<file path="src/rtl/mem_arb_pkg.sv">
// Shared encodings for the RAM arbiter: FSM states, port identifiers and
// RAM read/write levels.
package mem_arb_pkg;

  typedef enum logic [1:0] {
    IDLE   = 2'd0,
    ACCESS = 2'd1,
    DONE   = 2'd2
  } arb_state_e;

  localparam logic PORT_CPU  = 1'b0;
  localparam logic PORT_LDR  = 1'b1;
  localparam logic RAM_READ  = 1'b1;
  localparam logic RAM_WRITE = 1'b0;

endpackage

</file>
<file path="src/rtl/ram_arbiter_if.sv">
// Requester-side bundle of the RAM arbiter: both ports' req/ack handshakes
// plus the shared read data and busy flag.
interface ram_arbiter_if #(
  parameter int ADDR_W = 8,
  parameter int DATA_W = 8
);
  logic              req0;
  logic              req1;
  logic              rnw0;
  logic              rnw1;
  logic [ADDR_W-1:0] addr0;
  logic [ADDR_W-1:0] addr1;
  logic [DATA_W-1:0] wdata0;
  logic [DATA_W-1:0] wdata1;
  logic              ack0;
  logic              ack1;
  logic [DATA_W-1:0] rdata;
  logic              busy;

  modport master (
    output req0, req1, rnw0, rnw1, addr0, addr1, wdata0, wdata1,
    input  ack0, ack1, rdata, busy
  );

  modport slave (
    input  req0, req1, rnw0, rnw1, addr0, addr1, wdata0, wdata1,
    output ack0, ack1, rdata, busy
  );
endinterface

</file>
<file path="src/rtl/rr_pick2.sv">
// Combinational 2-way round-robin selector: on a tie the port that was not
// granted most recently wins.
module rr_pick2 (
  input  logic req0,
  input  logic req1,
  input  logic last,
  output logic valid,
  output logic winner
);

  assign valid  = req0 | req1;
  assign winner = (req0 & req1) ? ~last : req1;

endmodule

</file>
<file path="src/rtl/ram_arbiter.sv">
// Round-robin arbiter sharing one single-port RAM between the processor
// (port 0) and the program loader (port 1); three cycles per access.
module ram_arbiter
  import mem_arb_pkg::*;
#(
  parameter int ADDR_W = 8,
  parameter int DATA_W = 8
) (
  input  logic              clk,
  input  logic              resetN,
  ram_arbiter_if.slave      bus,
  output logic              ram_readWriteN,
  output logic [ADDR_W-1:0] ram_address,
  output logic [DATA_W-1:0] ram_data_in,
  input  logic [DATA_W-1:0] ram_data_out
);

  arb_state_e        state_r;
  logic              last_r;
  logic              sel_r;
  logic              ack0_r;
  logic              ack1_r;
  logic              busy_r;
  logic              ram_rwn_r;
  logic [ADDR_W-1:0] ram_addr_r;
  logic [DATA_W-1:0] ram_din_r;
  logic [DATA_W-1:0] rdata_r;
  logic              pick_valid_s;
  logic              pick_winner_s;

  rr_pick2 u_pick (
    .req0   (bus.req0),
    .req1   (bus.req1),
    .last   (last_r),
    .valid  (pick_valid_s),
    .winner (pick_winner_s)
  );

  // Arbitration FSM; the RAM drive registers double as the request capture.
  always_ff @(posedge clk or negedge resetN) begin
    if (!resetN) begin
      state_r    <= IDLE;
      last_r     <= PORT_LDR;
      sel_r      <= PORT_CPU;
      ack0_r     <= 1'b0;
      ack1_r     <= 1'b0;
      busy_r     <= 1'b0;
      ram_rwn_r  <= RAM_READ;
      ram_addr_r <= {ADDR_W{1'b0}};
      ram_din_r  <= {DATA_W{1'b0}};
      rdata_r    <= {DATA_W{1'b0}};
    end else begin
      case (state_r)
        IDLE: begin
          if (pick_valid_s) begin
            state_r <= ACCESS;
            sel_r   <= pick_winner_s;
            last_r  <= pick_winner_s;
            busy_r  <= 1'b1;
            if (pick_winner_s == PORT_LDR) begin
              ram_rwn_r  <= bus.rnw1;
              ram_addr_r <= bus.addr1;
              ram_din_r  <= bus.wdata1;
            end else begin
              ram_rwn_r  <= bus.rnw0;
              ram_addr_r <= bus.addr0;
              ram_din_r  <= bus.wdata0;
            end
          end else begin
            state_r <= IDLE;
          end
        end
        ACCESS: begin
          // The write commits on this edge, so the bus drops back to read.
          state_r   <= DONE;
          ram_rwn_r <= RAM_READ;
          rdata_r   <= ram_data_out;
          if (sel_r == PORT_LDR) begin
            ack1_r <= 1'b1;
          end else begin
            ack0_r <= 1'b1;
          end
        end
        DONE: begin
          state_r <= IDLE;
          ack0_r  <= 1'b0;
          ack1_r  <= 1'b0;
          busy_r  <= 1'b0;
        end
        default: begin
          state_r   <= IDLE;
          ack0_r    <= 1'b0;
          ack1_r    <= 1'b0;
          busy_r    <= 1'b0;
          ram_rwn_r <= RAM_READ;
        end
      endcase
    end
  end

  assign bus.ack0       = ack0_r;
  assign bus.ack1       = ack1_r;
  assign bus.rdata      = rdata_r;
  assign bus.busy       = busy_r;
  assign ram_readWriteN = ram_rwn_r;
  assign ram_address    = ram_addr_r;
  assign ram_data_in    = ram_din_r;

endmodule

</file>
<file path="src/flat_wrapper.sv">
// flat-port wrapper written by rule: the top's interface ports become plain ports
module ram_arbiter_flat import mem_arb_pkg::*;
#(
  parameter int ADDR_W = 8,
  parameter int DATA_W = 8
)
  (clk, resetN, ram_readWriteN, ram_address, ram_data_in, ram_data_out, bus_req0, bus_req1, bus_rnw0, bus_rnw1, bus_addr0, bus_addr1, bus_wdata0, bus_wdata1, bus_ack0, bus_ack1, bus_rdata, bus_busy);
  ram_arbiter_if #(.ADDR_W(ADDR_W), .DATA_W(DATA_W)) bus_i ();
  input  logic clk;
  input  logic resetN;
  output logic ram_readWriteN;
  output logic [ADDR_W-1:0] ram_address;
  output logic [DATA_W-1:0] ram_data_in;
  input  logic [DATA_W-1:0] ram_data_out;
  input wire logic [$bits(bus_i.req0)-1:0] bus_req0;
  input wire logic [$bits(bus_i.req1)-1:0] bus_req1;
  input wire logic [$bits(bus_i.rnw0)-1:0] bus_rnw0;
  input wire logic [$bits(bus_i.rnw1)-1:0] bus_rnw1;
  input wire logic [$bits(bus_i.addr0)-1:0] bus_addr0;
  input wire logic [$bits(bus_i.addr1)-1:0] bus_addr1;
  input wire logic [$bits(bus_i.wdata0)-1:0] bus_wdata0;
  input wire logic [$bits(bus_i.wdata1)-1:0] bus_wdata1;
  output wire logic [$bits(bus_i.ack0)-1:0] bus_ack0;
  output wire logic [$bits(bus_i.ack1)-1:0] bus_ack1;
  output wire logic [$bits(bus_i.rdata)-1:0] bus_rdata;
  output wire logic [$bits(bus_i.busy)-1:0] bus_busy;
  assign bus_i.req0 = bus_req0;
  assign bus_i.req1 = bus_req1;
  assign bus_i.rnw0 = bus_rnw0;
  assign bus_i.rnw1 = bus_rnw1;
  assign bus_i.addr0 = bus_addr0;
  assign bus_i.addr1 = bus_addr1;
  assign bus_i.wdata0 = bus_wdata0;
  assign bus_i.wdata1 = bus_wdata1;
  assign bus_ack0 = bus_i.ack0;
  assign bus_ack1 = bus_i.ack1;
  assign bus_rdata = bus_i.rdata;
  assign bus_busy = bus_i.busy;
  ram_arbiter #(.ADDR_W(ADDR_W), .DATA_W(DATA_W)) u_core (.clk(clk), .resetN(resetN), .bus(bus_i), .ram_readWriteN(ram_readWriteN), .ram_address(ram_address), .ram_data_in(ram_data_in), .ram_data_out(ram_data_out));
endmodule
</file>
<file path="config.mk">
export PLATFORM = sky130hd
export DESIGN_NAME = ram_arbiter_flat
export DESIGN_NICKNAME = d
export VERILOG_FILES = /design/src/rtl/mem_arb_pkg.sv /design/src/rtl/ram_arbiter_if.sv /design/src/rtl/rr_pick2.sv /design/src/rtl/ram_arbiter.sv /design/src/flat_wrapper.sv
export SDC_FILE = /design/constraint.sdc
export NUM_CORES = 1
export LEC_CHECK = 0
export ABC_AREA = 1
export CAP_MARGIN = 30
export CORE_MARGIN = 3
export CORE_UTILIZATION = 37
export CTS_BUF_LIST = sky130_fd_sc_hd__clkbuf_8
export CTS_CLUSTER_SIZE = 12
export DETAILED_ROUTE_END_ITERATION = 10
export PLACE_DENSITY = 0.85
export SLEW_MARGIN = 20
export SYNTH_ARGS = -nofsm -noshare
export SYNTH_HDL_FRONTEND = slang
export SYNTH_SLANG_ARGS = --single-unit
</file>
<file path="constraint.sdc">
create_clock -name clk -period 1.06 [get_ports clk]
set_input_delay 0.212 -clock clk [delete_from_list [all_inputs] [get_ports clk]]
set_output_delay 0.212 -clock clk [all_outputs]
set_load 0.005 [all_outputs]
</file>
=== Word-level counts from Yosys, hierarchy flattened ===
Index checks and enable logic that the tools add are counted.

* Muxes and demuxes: 14
* Eq/ne operators: 5
* Reduce and logical (&&, ||, !) cells: 6
* Bitwise logic cells: 6

{| class="wikitable"
|+ Operators with widths
! kind !! count
|-
| two-way mux 8 bit || 2
|-
| AND reduction 2 bit || 5
|-
| one-hot mux 1 bit (2 select lines) || 4
|-
| two-way mux 1 bit || 7
|-
| != test 2 x 1 -> 1 bit, second input constant || 2
|-
| NOT 1 bit || 4
|-
| one-hot mux 2 bit (2 select lines) || 1
|-
| == test 2 x 1 -> 1 bit, second input constant || 1
|-
| == test 2 bit, second input constant || 1
|-
| logical NOT 2 bit || 1
|-
| != test 2 bit, second input constant || 1
|-
| bitwise AND 1 bit || 1
|-
| bitwise OR 1 bit || 1
|}

* Input port bits: 46
* Flip-flop bits (word level): 32
* Word-level logic and storage cells: 41
* Output and inout bits: 28

=== Depth between registers and ports, before layout ===
* Depth in word-level cells: 5
* Depth in mapped cells: 8
* Gate-level depth less buffers: 7

=== Modules after synthesis ===
Synthesis repeated with hierarchy kept, for this count alone.

* Cells, all modules: 188
* Area, all modules: 1443.9 µm²

{| class="wikitable"
|+ By module, submodules not included
! module !! seq. area each (µm²) !! instances !! area an instance (µm²) !! cells each
|-
| ram_arbiter || 803.3 || 1 || 1428.9 || 185
|-
| rr_pick2 || 0.0 || 1 || 15.0 || 3
|}

=== Worst setup path after synthesis ===
No wires, ideal clock.

* Path type: register -> register
* Start point: register u_core.last_r
* End point: register u_core.ram_addr_r[5] (netlist: u_core.ram_address[5])
* Setup slack: -0.110 ns
* Library setup time: 0.116 ns
* Cell stages (with the launch flop): 9
* Arrival time: 1.054 ns
* Data required time: 0.944 ns
* Buffers on the path: 1
* Clock period less this slack: 1.170 ns
* Path through: dfstp_2 -> nand2_1 -> nand2_4 -> inv_4 -> buf_6 -> nand2_1 -> nand2_1 -> nand2_1 -> nand2_1

* Longest elaborated chain between the ends: 3

{| class="wikitable"
|+ RTL lines
! what !! RTL line !! source
|-
| from (decl) || ram_arbiter.sv:19 || <nowiki>logic last_r;</nowiki>
|-
| from (signal assigned) || ram_arbiter.sv:58 || <nowiki>last_r <= pick_winner_s;</nowiki>
|-
| NOT 1 bit || rr_pick2.sv:12 || <nowiki>assign winner = (req0 & req1) ? ~last : req1;</nowiki>
|-
| two-way mux 1 bit || rr_pick2.sv:12 ||
|-
| two-way mux 8 bit || ram_arbiter.sv:60 || <nowiki>if (pick_winner_s == PORT_LDR) begin</nowiki>
|-
| to (signal assigned) || ram_arbiter.sv:49 || <nowiki>ram_addr_r <= {ADDR_W{1'b0}};</nowiki>
|-
| to (signal assigned) || ram_arbiter.sv:62 || <nowiki>ram_addr_r <= bus.addr1;</nowiki>
|-
| to (signal assigned) || ram_arbiter.sv:66 || <nowiki>ram_addr_r <= bus.addr0;</nowiki>
|-
| to (decl) || ram_arbiter.sv:25 || <nowiki>logic [ADDR_W-1:0] ram_addr_r;</nowiki>
|}

Every way passes these cells.
A chain may end at the register's enable or synchronous reset.

=== Worst setup path after layout ===
* Start point: register u_core.last_r
* End point: register u_core.ram_addr_r[7] (netlist: u_core.ram_address[7])

The elaborated chain is that of the path after synthesis.

==> results.md <==
* Horiz. Die Dim at 68.7 um
* Placed Instance Area at 2310 sq um
* RR Endpoint: u_core.ram_address[7]
* Synth Area per Inst at 7.77 sq um
* Post-route ant nets at 0
* P_sw at 2.13 mW
* Final Cycle Share at 1.12
* FF-to-FF path depth at 7
* Endpoints failing hold at 0
* CTS tree: done
* Worst Path Arrival at 1.39 ns
* Register area at 803 sq um
* Maximum VDD drop at 1020 uV
* Layout cells sized above 1 at 0.271
* Worst min-delay path category: primary input to async pin
* Failing checks: negative setup slack
* Initial cell density of the core at 0.391
* DR DRC count at 0
* Area of the multi-input gates at 616 sq um
* Die height at 68.7 um
* Max-slew headroom at 0.874
* FF-to-FF Start: u_core.last_r
* Final setup TNS at -1.67 ns
* Flops & latches, synth at 32
* Power Density at 2410 nW/um^2
* Overflow after GRT at 0
* DP Cell Count at 316
* Vias per inst at 4.44
* Initial antenna violation count at 0
* Global-route wire length before repair at 6.00 mm
* Clk_lat worst skew at 0.27 ns
* RSZ-0062 raised after global routing: yes
* Routability cong. at 0.788
* Netlist cell types at 18
* Yosys warnings at 0
* Nets@finish at 330
* Startpoint types: flip-flop
* Clock power frac at 0.144
* Row cnt at 22
* Mapped Cells at 187
* Mapped Nets at 233
* Layout Skew at 0.00403 ns
* Max Freq at 846 MHz
* Post-route cell area at 2400 sq um
* Critical path endpoint category: flip-flop
* Gr usage total at 0.172
* Status: complete, but fails checks
* Die ar. at 4710 sq um
* Synth Cell Area at 1450 sq um
* Combinational power share at 0.482
* TritonCTS buffer count at 5
* DRT Wirelength at 3.97 mm
* Core area at 3720 sq um
* Via count at 1474
* First-pass DRT Iterations at 4
* Clock Pin Slew Worst Setup and Hold Paths at 0.06 ns
* Total chip power at 5.80 mW
* Fill cell count at 334
* Boundary Pins at 74
* # Max-Cap Violations at 0
* Sequential share of the synthesized area at 0.553
* Drt initial violations at 79
* Dpl hpwl at 2.85 mm
* Switch share at 0.368
* Worst EP required at 1.27 ns
* Ant. Diodes at 0
* Most frequent cells in the layout: nand2_1, clkdlybuf4s50_1, dfrtp_1
* H-Tree Depth at 2
* Clk root buf: clkbuf_8
* Synthesis-to-finish area growth at 65.3%
* Register share of total power at 0.374
* P_leak at 1.32 nW
* Worst slew pin tran at 0.188 ns
* Fin crit period at 1.18 ns
* Final Core Density at 0.646
* Most common cell after layout, fill and taps aside: nand2_1
* Clock Path Buffers at 2
* Setup violations, final at 18
* Fin. max-slew vios at 0
* Final worst slack at -0.123 ns
* Clock Sinks at 32
* R2R Setup Slk at -0.12 ns
* Cell internal pwr at 3.66 mW
* I/O Buffers at 73
* Crit Path Max Fanout at 7
* Largest net degree at the start of global routing at 33
* Crit path kind: flip-flop to flip-flop
* Post-route insts no fill at 332
* Vias in the first global route at 1349
* Wirelength per Cell at 12.0 um
critical path, stage by stage (launching register included):
cell and delay [ns]:
dfstp_2 0.56, nand2_4 0.07, nand2_8 0.12, buf_12 0.13, nand2_1 0.05, nand2_1 0.07
nand2_1 0.05, nand2_1 0.06
layout make-up:
type / count / area share
repair buffers: 95 / 0.336
clock inverters: 2 / 0.00365
multi-input cells: 144 / 0.256
flip-flops and latches: 32 / 0.335
well taps: 48 / 0.0250
inverters: 6 / 0.0162
clock buffers: 5 / 0.0287
sequential cells by signal, indices dropped and copies added, names as in the netlist, 2 cells and up:
register,cells
u_core.bus.rdata,8
u_core.ram_address,8
u_core.state_r,2
u_core.ram_data_in,8
per-stage QoR:
stage | worst slack [ns] | hold slack, ns
final | -0.123 | 0.321
after global routing | -0.185 | 0.334
after CTS | -0.106 | 0.326
after detailed placement | -0.349 | 0.464
after global placement | -0.312 | 0.461
after floorplan | -0.0888 | -0.0836
per-layer routing:
metal	global-route usage	up-vias	part of all wire
li1	-	753	-
met1	0.197	672	0.41
met2	0.309	42	0.51
met3	0.0583	7	0.066
met4	0.0372	0	0.012
met5	0	-	0
power by group through the flow:
stage	combinational [mW]	clock [mW]	sequential, mW
after detailed placement	2.91	0	2.18
after global routing	3.15	0.902	2.23
after CTS	2.72	0.854	2.15
final	2.80	0.832	2.17
after global placement	2.82	0	2.17
after floorplan	1.27	0	2.21
kinds of logic (layout without fill, tap and decap cells):
| group | Yosys count | count (layout) | synth area share |
|---|---|---|---|
| flops | 32 | 32 | 0.553 |
| compound gates | 3 | 3 | 0.0121 |
| buf+inv | 11 | 108 | 0.0586 |
| simple gates | 141 | 141 | 0.376 |
cells in the mapped netlist (all sizes together):
master,instances,share of area
dfrtp,30,0.52
nor2,3,0.0095
o21bai,1,0.0052
o21ai,1,0.0034
inv,5,0.015
dfstp,2,0.036
buf,5,0.041
clkinv,1,0.0026
nand2,136,0.36
nand3,2,0.0069
a21oi,1,0.0034
worst max path at each step:
stage | from | endpoint | slack, ns | depth (start not counted)
global placement | bus_req1 | u_core.ram_address[2] | -0.31 | 8
global route | u_core.last_r | u_core.ram_data_in[7] | -0.19 | 7
CTS | u_core.last_r | u_core.ram_address[7] | -0.11 | 7
detailed placement | bus_req0 | u_core.sel_r | -0.35 | 7
floorplan | u_core.last_r | u_core.ram_address[5] | -0.09 | 8
finish | u_core.last_r | u_core.ram_address[7] | -0.12 | 7
timing repair:
item | CTS | global route
setup endpoints to repair | 50 | 23
setup buffers | 8 | 0
gates cloned | 0 | 1
resized for setup | 115 | 18
hold buffers | 0 | 0
pin swaps | 3 | 10
(Power assumes the default switching activity.)
